===== src/rtl/sha1_wb_stream.sv =====
`default_nettype none
// ============================================================================
// Module   : sha1_wb_stream
// Brief    : Wishbone SHA-1 engine; FIFO-fed message words, chained multi-block
// Revision : 1.0
// ============================================================================
module sha1_wb_stream #(
    parameter logic [31:0] BASE_ADDRESS = 32'h3000_0040,
    parameter int          FIFO_DEPTH   = 32,
    parameter int          FIFO_AW      = 5
) (
    input  logic        wb_clk_i,
    input  logic        wb_rst_n,
    input  logic        wbs_stb_i,
    input  logic        wbs_cyc_i,
    input  logic        wbs_we_i,
    input  logic [3:0]  wbs_sel_i,
    input  logic [31:0] wbs_dat_i,
    input  logic [31:0] wbs_adr_i,
    output logic        wbs_ack_o,
    output logic [31:0] wbs_dat_o,
    output logic        irq,
    output logic        busy
);

    typedef enum logic [1:0] {
        ST_IDLE   = 2'd0,
        ST_LOAD   = 2'd1,
        ST_ROUND  = 2'd2,
        ST_UPDATE = 2'd3
    } state_t;

    localparam logic [31:0]        ID_VALUE   = 32'h5348_4131;
    localparam logic [31:0]        BUSY_VALUE = 32'hFFFF_FFF0;
    localparam logic [FIFO_AW:0]   LVL_ONE    = (FIFO_AW+1)'(1);
    localparam logic [FIFO_AW:0]   LVL_BLOCK  = (FIFO_AW+1)'(16);
    localparam logic [FIFO_AW:0]   LVL_FULL   = (FIFO_AW+1)'(FIFO_DEPTH);
    localparam logic [FIFO_AW-1:0] PTR_ONE    = FIFO_AW'(1);
    localparam logic [4:0][31:0]   IV         = {32'hC3D2_E1F0, 32'h1032_5476,
                                                 32'h98BA_DCFE, 32'hEFCD_AB89,
                                                 32'h6745_2301};
    localparam logic [5:0] OFF_ID     = 6'h00;
    localparam logic [5:0] OFF_CTRL   = 6'h04;
    localparam logic [5:0] OFF_STATUS = 6'h08;
    localparam logic [5:0] OFF_MSG    = 6'h0C;
    localparam logic [5:0] OFF_IRQCLR = 6'h24;

    state_t               state_q, state_d;
    logic                 ack_q, ack_d;
    logic [31:0]          dat_o_q, dat_o_d;
    logic                 wr_pend_q, wr_pend_d;
    logic [5:0]           wr_off_q, wr_off_d;
    logic [31:0]          wr_dat_q, wr_dat_d;
    logic                 irq_en_q, irq_en_d;
    logic                 done_q, done_d;
    logic                 ovf_q, ovf_d;
    logic                 err_q, err_d;
    logic [31:0]          fifo_q [FIFO_DEPTH];
    logic [31:0]          fifo_d [FIFO_DEPTH];
    logic [FIFO_AW-1:0]   wr_ptr_q, wr_ptr_d;
    logic [FIFO_AW-1:0]   rd_ptr_q, rd_ptr_d;
    logic [FIFO_AW:0]     level_q, level_d;
    logic [31:0]          w_q [16];
    logic [31:0]          w_d [16];
    logic [4:0][31:0]     h_q, h_d;
    logic [31:0]          a_q, b_q, c_q, d_q, e_q;
    logic [31:0]          a_d, b_d, c_d, d_d, e_d;
    logic [6:0]           cnt_q, cnt_d;

    logic [31:0] off;
    logic        in_range, acc, is_busy, full, empty, push, pop, push_ok;
    logic [31:0] status, rd_data;
    logic [3:0]  j0, j2, j8, j13;
    logic [31:0] w_mix, w_t, f, k, temp;

    assign off      = wbs_adr_i - BASE_ADDRESS;
    assign in_range = (off <= 32'h24) && (off[1:0] == 2'b00);
    assign acc      = wbs_stb_i && wbs_cyc_i && !ack_q && in_range;
    assign is_busy  = (state_q != ST_IDLE);
    assign full     = (level_q == LVL_FULL);
    assign empty    = (level_q == '0);
    assign status   = {9'b0, (state_q == ST_ROUND) ? cnt_q : 7'd0, 8'(level_q),
                       2'b0, err_q, ovf_q, empty, full, done_q, is_busy};

    always_comb begin
        rd_data = '0;
        case (off[5:0])
            OFF_ID:     rd_data = ID_VALUE;
            OFF_CTRL:   rd_data = {31'b0, irq_en_q};
            OFF_STATUS: rd_data = status;
            6'h10:      rd_data = is_busy ? BUSY_VALUE : h_q[0];
            6'h14:      rd_data = is_busy ? BUSY_VALUE : h_q[1];
            6'h18:      rd_data = is_busy ? BUSY_VALUE : h_q[2];
            6'h1C:      rd_data = is_busy ? BUSY_VALUE : h_q[3];
            6'h20:      rd_data = is_busy ? BUSY_VALUE : h_q[4];
            default:    rd_data = '0;
        endcase
    end

    // Rolling schedule: slot j holds W[t-16]; t-3, t-8, t-14 map to j+13, j+8, j+2.
    always_comb begin
        j0    = cnt_q[3:0];
        j2    = j0 + 4'd2;
        j8    = j0 + 4'd8;
        j13   = j0 + 4'd13;
        w_mix = w_q[j13] ^ w_q[j8] ^ w_q[j2] ^ w_q[j0];
        w_t   = (cnt_q < 7'd16) ? w_q[j0] : {w_mix[30:0], w_mix[31]};
        if (cnt_q < 7'd20) begin
            f = (b_q & c_q) | (~b_q & d_q);
            k = 32'h5A82_7999;
        end else if (cnt_q < 7'd40) begin
            f = b_q ^ c_q ^ d_q;
            k = 32'h6ED9_EBA1;
        end else if (cnt_q < 7'd60) begin
            f = (b_q & c_q) | (b_q & d_q) | (c_q & d_q);
            k = 32'h8F1B_BCDC;
        end else begin
            f = b_q ^ c_q ^ d_q;
            k = 32'hCA62_C1D6;
        end
        temp = {a_q[26:0], a_q[31:27]} + f + e_q + k + w_t;
    end

    always_comb begin
        state_d   = state_q;
        ack_d     = acc;
        dat_o_d   = (acc && !wbs_we_i) ? rd_data : 32'h0;
        wr_pend_d = acc && wbs_we_i && (wbs_sel_i == 4'hF);
        wr_off_d  = acc ? off[5:0] : wr_off_q;
        wr_dat_d  = acc ? wbs_dat_i : wr_dat_q;
        irq_en_d  = irq_en_q;
        done_d    = done_q;
        ovf_d     = ovf_q;
        err_d     = err_q;
        fifo_d    = fifo_q;
        wr_ptr_d  = wr_ptr_q;
        rd_ptr_d  = rd_ptr_q;
        level_d   = level_q;
        w_d       = w_q;
        h_d       = h_q;
        a_d = a_q; b_d = b_q; c_d = c_q; d_d = d_q; e_d = e_q;
        cnt_d     = cnt_q;

        // Writes are applied in the ack cycle, one clock after acceptance.
        push    = wr_pend_q && (wr_off_q == OFF_MSG);
        pop     = (state_q == ST_LOAD);
        push_ok = push && (!full || pop);
        if (push && !push_ok)
            ovf_d = 1'b1;
        if (push_ok) begin
            fifo_d[wr_ptr_q] = wr_dat_q;
            wr_ptr_d         = wr_ptr_q + PTR_ONE;
        end
        if (push_ok && !pop)
            level_d = level_q + LVL_ONE;
        else if (!push_ok && pop)
            level_d = level_q - LVL_ONE;

        case (state_q)
            ST_LOAD: begin
                w_d[cnt_q[3:0]] = fifo_q[rd_ptr_q];
                rd_ptr_d        = rd_ptr_q + PTR_ONE;
                if (cnt_q == 7'd0) begin
                    a_d = h_q[0]; b_d = h_q[1]; c_d = h_q[2]; d_d = h_q[3]; e_d = h_q[4];
                end
                if (cnt_q == 7'd15) begin
                    cnt_d   = 7'd0;
                    state_d = ST_ROUND;
                end else begin
                    cnt_d = cnt_q + 7'd1;
                end
            end
            ST_ROUND: begin
                w_d[j0] = w_t;
                e_d = d_q;
                d_d = c_q;
                c_d = {b_q[1:0], b_q[31:2]};
                b_d = a_q;
                a_d = temp;
                if (cnt_q == 7'd79) begin
                    cnt_d   = 7'd0;
                    state_d = ST_UPDATE;
                end else begin
                    cnt_d = cnt_q + 7'd1;
                end
            end
            ST_UPDATE: begin
                h_d[0]  = h_q[0] + a_q;
                h_d[1]  = h_q[1] + b_q;
                h_d[2]  = h_q[2] + c_q;
                h_d[3]  = h_q[3] + d_q;
                h_d[4]  = h_q[4] + e_q;
                done_d  = 1'b1;
                state_d = ST_IDLE;
            end
            default: ;
        endcase

        if (wr_pend_q && (wr_off_q == OFF_IRQCLR)) begin
            done_d = 1'b0;
            ovf_d  = 1'b0;
            err_d  = 1'b0;
        end

        if (wr_pend_q && (wr_off_q == OFF_CTRL)) begin
            if (wr_dat_q[2]) begin
                state_d  = ST_IDLE;
                irq_en_d = 1'b0;
                done_d   = 1'b0;
                ovf_d    = 1'b0;
                err_d    = 1'b0;
                wr_ptr_d = '0;
                rd_ptr_d = '0;
                level_d  = '0;
                h_d      = IV;
                cnt_d    = 7'd0;
            end else begin
                irq_en_d = wr_dat_q[3];
                if (wr_dat_q[0] || wr_dat_q[1]) begin
                    if (is_busy || (level_q < LVL_BLOCK)) begin
                        err_d = 1'b1;
                    end else begin
                        state_d = ST_LOAD;
                        cnt_d   = 7'd0;
                        done_d  = 1'b0;
                        if (wr_dat_q[0])
                            h_d = IV;
                    end
                end
            end
        end
    end

    always_ff @(posedge wb_clk_i or negedge wb_rst_n) begin
        if (!wb_rst_n) begin
            state_q   <= ST_IDLE;
            ack_q     <= 1'b0;
            dat_o_q   <= '0;
            wr_pend_q <= 1'b0;
            wr_off_q  <= '0;
            wr_dat_q  <= '0;
            irq_en_q  <= 1'b0;
            done_q    <= 1'b0;
            ovf_q     <= 1'b0;
            err_q     <= 1'b0;
            for (int i = 0; i < FIFO_DEPTH; i++) fifo_q[i] <= '0;
            wr_ptr_q  <= '0;
            rd_ptr_q  <= '0;
            level_q   <= '0;
            for (int i = 0; i < 16; i++) w_q[i] <= '0;
            h_q       <= IV;
            a_q <= '0; b_q <= '0; c_q <= '0; d_q <= '0; e_q <= '0;
            cnt_q     <= '0;
        end else begin
            state_q   <= state_d;
            ack_q     <= ack_d;
            dat_o_q   <= dat_o_d;
            wr_pend_q <= wr_pend_d;
            wr_off_q  <= wr_off_d;
            wr_dat_q  <= wr_dat_d;
            irq_en_q  <= irq_en_d;
            done_q    <= done_d;
            ovf_q     <= ovf_d;
            err_q     <= err_d;
            fifo_q    <= fifo_d;
            wr_ptr_q  <= wr_ptr_d;
            rd_ptr_q  <= rd_ptr_d;
            level_q   <= level_d;
            w_q       <= w_d;
            h_q       <= h_d;
            a_q <= a_d; b_q <= b_d; c_q <= c_d; d_q <= d_d; e_q <= e_d;
            cnt_q     <= cnt_d;
        end
    end

    assign wbs_ack_o = ack_q;
    assign wbs_dat_o = dat_o_q;
    assign irq       = done_q && irq_en_q;
    assign busy      = is_busy;

endmodule
`default_nettype wire

===== config.mk =====
export PLATFORM = sky130hd
export DESIGN_NAME = sha1_wb_stream
export DESIGN_NICKNAME = d
export VERILOG_FILES = /design/src/rtl/sha1_wb_stream.sv
export SDC_FILE = /design/constraint.sdc
export NUM_CORES = 2
export LEC_CHECK = 0
export CORE_MARGIN = 2
export CORE_UTILIZATION = 35
export DETAILED_ROUTE_END_ITERATION = 10
export PLACE_DENSITY = 0.48
export RECOVER_POWER = 100
export SLEW_MARGIN = 15
export SYNTH_ARGS = -nofsm -noshare
export SYNTH_HDL_FRONTEND = slang
export SYNTH_SLANG_ARGS = --single-unit

===== constraint.sdc =====
create_clock -name wb_clk_i -period 12.62 [get_ports wb_clk_i]
set_clock_uncertainty 0.05 [all_clocks]
set_input_delay 2.524 -clock wb_clk_i [delete_from_list [all_inputs] [get_ports wb_clk_i]]
set_output_delay 2.524 -clock wb_clk_i [all_outputs]
set_load 0.05 [all_outputs]

==> impl_metrics.tcl <==
set metrics [dict create \
    clk_pin_slew_ns 0.06 \
    wl_per_cell_um 28.5 \
    synthAdderAreaFrac_pct 4.64 \
    slew_headroom_pct -446 \
    irDropWorstVdd_uv 126 \
    p_int_mw 10.6 \
    yosysSeqAreaShare_pct 45.1 \
    ys_ff_latch 1957 \
    cts.sinks 1957 \
    hold_buffers 0 \
    swShare_pct 22.0 \
    arrival_ns 11.16 \
    cp_cell_sequence "inv_4 -> ha_4 -> buf_12 -> mux4_2 -> mux4_2 -> xnor2_1 -> xnor2_1 -> o21ai_0 -> fa_1 -> fa_1 -> inv_1 -> fa_1 -> ha_1 -> a21o_1 -> a31o_2 -> a31oi_1 -> a21oi_1 -> a41oi_1 -> a21oi_1 -> a31oi_1 -> xnor2_1 -> mux2i_1 -> o21ai_0" \
    synth-simple-area-share_pct 6.01 \
    synth-compound-area-share_pct 8.60 \
    nets 9004 \
    synth-edff-count 0 \
    grt_overflow 0 \
    synth_top_cell_area_share_pct 43.2 \
    gr-usage-all-layers_pct 23.2 \
    cp.required_ns 13.05 \
    netlist_area_um2 109000 \
    dieWidth_um 562 \
    cts_buffer_depth 4 \
    rows 204 \
    p_leak_nw 53.6 \
    crit_path_max_incr_delay_ns 1.64 \
    crit_buf_inv 3 \
    grt_pass1_vias 74800 \
    wirelength_um 368000 \
    fin_area_um2 122000 \
    hold_violations 0 \
    finalSetupTns_ns 0 \
    setup_viol 0 \
    hold_path_class "reg2reg" \
    cpLargestDelayFamily "adder cells" \
    drv_cap 60 \
    min_period_ns 10.73 \
    clock-root-buffer "clkbuf_16" \
    synth.avg_cell_area_um2 12.4 \
    syn2layout_area_growth_pct 11.9 \
    ios 108 \
    fin_crit_sh_pct 85.0 \
    synth_commonest_cells "dfrtp_1 (1877), mux2_2 (1085), nand2_1 (948)" \
    antenna_found_initial 10 \
    drt-initial-drc-count 5980 \
    pwr-share-clk_pct 52.2 \
    ys.flop_type "dfrtp_1" \
    cp_slowest_cell "dfrtp_1" \
    die_h_um 562 \
    cts_tree "built" \
    seqPwrFrac_pct 46.4 \
    fmax_mhz 93.2 \
    ant_nets 0 \
    rsz0062_at_grt "false" \
    cts_buffers 229 \
    total_power_mw 13.5 \
    tightest_slew_ns 8.19 \
    end_kind "flop" \
    synth_top_family_by_area "multiplexers" \
    p_switching_mw 2.98 \
    synth.most_common_cell "dfrtp_1" \
    start_kind "flop" \
    dr.pass1.iters 6 \
    initial_core_util_pct 35.2 \
    synth_warnings 0 \
    h-tree-depth 4 \
    placed_area_um2 114000 \
    synth_top_cell_by_area "dfrtp_1" \
    vias 73400 \
    numPortBuffers 107 \
    synthTopCellsByArea "dfrtp_1 (43%), mux4_2 (16%), mux2_2 (11%)" \
    combinationalPowerShare_pct 1.4 \
    grt_max_degree 213 \
    finalMaxSlewViolations 2009 \
    outcome "complete, but fails checks" \
    drive_gt1_share_pct 28.4 \
    drc 0 \
    cellPowerDensity_nw_per_um2 111 \
    clock_latency_ns 0.92 \
    ctsResizeCount 0 \
    synth.distinct_cells 85 \
    avgViaCountPerCell 5.68 \
    place_hpwl_um 231000 \
    grt_pass1_wl_um 542000 \
    post_cts_buffers 0 \
    asyncSetResetFlopFracSynth_pct 100 \
    violations "max-capacitance violations, max-slew violations" \
    worst_slack_ns 1.89 \
    place_congestion 0.895 \
    core_area_um2 309000 \
    dp_slack_ns 3.26 \
    final_core_util_pct 39.4 \
    cp_max_fo 66 \
    path_class "reg2reg" \
    synthXorXnorAreaFrac_pct 2.29 \
    die-area_um2 315000 \
    syn_nets 9185 \
    synth_mux_area_share_pct 30.2 \
    synthCells 8776 \
]
==> cell type report <==
class	count	area, um2
diodes	6	15.0
clock buffers	330	6730
clock inverters	86	1210
fillers	29200	187000
inverters	164	619
multi-input cells	5963	56600
flip-flops and latches	1957	49100
well taps	4120	5150
repair buffers	280	2330
==> power by group through the flow <==
stage | combinational (mW) | sequential (mW) | clock [mW]
final | 0.193 | 6.28 | 7.07
after global routing | 0.222 | 6.27 | 7.50
after CTS | 0.202 | 6.28 | 7.24
after detailed placement | 0.202 | 6.39 | 0
after global placement | 0.197 | 6.39 | 0
after floorplan | 0.0151 | 6.39 | 0
==> metrics by stage <==
step	instances	hold WS, ns
3_5_place_dp	12500	0.437
5_1_grt	12900	0.455
2_1_floorplan	8776	0.414
3_3_place_gp	12500	0.431
6_report	12900	0.448
4_1_cts	12900	0.450
==> cells by family (layout without fill, tap and decap cells) <==
kind of cell / count (synthesis) / in the layout
AO/OA/AOI/OAI: 1604 / 1604
XOR/XNOR: 285 / 285
adder cells (fa/ha/maj): 336 / 336
buffers and inverters: 856 / 860
flip-flops: 1957 / 1957
multiplexers: 2189 / 2189
other: 0 / 6
AND/OR/NAND/NOR: 1549 / 1549
==> metal layers <==
metal | track usage [%] | routed length [um] | vias to the layer above
met2 | 37.9 | 175000 | 2037
met3 | 3.47 | 20200 | 525
met1 | 31.9 | 161000 | 38800
li1 | - | - | 32000
met4 | 6.64 | 11400 | 6
met5 | 0 | 43 | -
==> flip-flops by register name (all words and copies together), names as in the netlist, 5 cells and up <==
register / flops
w_q: 512
a_q: 32
wr_ptr_q: 5
fifo_q: 1024
wr_off_q: 6
wr_dat_q: 32
cnt_q: 7
d_q: 32
wbs_dat_o: 32
b_q: 32
e_q: 32
rd_ptr_q: 5
level_q: 6
c_q: 32
h_q: 160
==> layout by cell type (no fill, tap or decap), types with 18 or more instances in the layout <==
master           count
clkbuf_16          233
o221ai_1            26
nand2_1            940
a211oi_1            39
mux4_2             769
o21ai_0            840
mux2_2            1084
nand3_1             27
nor2_1             292
ha_1               222
a21o_1              91
o21a_1              43
clkdlybuf4s50_1     68
a22oi_1             29
o21bai_1            21
a21oi_1            310
nor3_1              51
clkbuf_8            53
xor2_1              70
inv_1              161
clkinv_2            35
dlygate4sd3_1       36
a31oi_1             40
nand4_1             18
nand2b_1            59
dfrtp_1           1867
and3_1              26
clkbuf_1           103
nor2b_1             27
mux2i_1            331
dfstp_2             80
buf_4               92
xnor2_1            213
bufinv_16           28
fa_1               112
==> path summary, 6_finish.rpt <==
| path | to | slack, ns | from | depth (start not counted) |
|---|---|---|---|---|
| setup / recovery | a_q[28]$_DFFE_PN0P_ | 1.89 | cnt_q[1]$_DFF_PN0_ | 23 |
| hold reg to reg | fifo_q[149]$_DFFE_PN0P_ | 0.45 | fifo_q[149]$_DFFE_PN0P_ | 1 |
| min in group asynchronous | h_q[88]$_DFF_PN0_ | 4.64 | wb_rst_n | 1 |
| max in group asynchronous | fifo_q[683]$_DFFE_PN0P_ | 2.65 | wb_rst_n | 3 |
| setup reg to reg | a_q[28]$_DFFE_PN0P_ | 1.89 | cnt_q[1]$_DFF_PN0_ | 23 |
| hold / removal | fifo_q[149]$_DFFE_PN0P_ | 0.45 | fifo_q[149]$_DFFE_PN0P_ | 1 |
(Power assumes the default switching activity.)
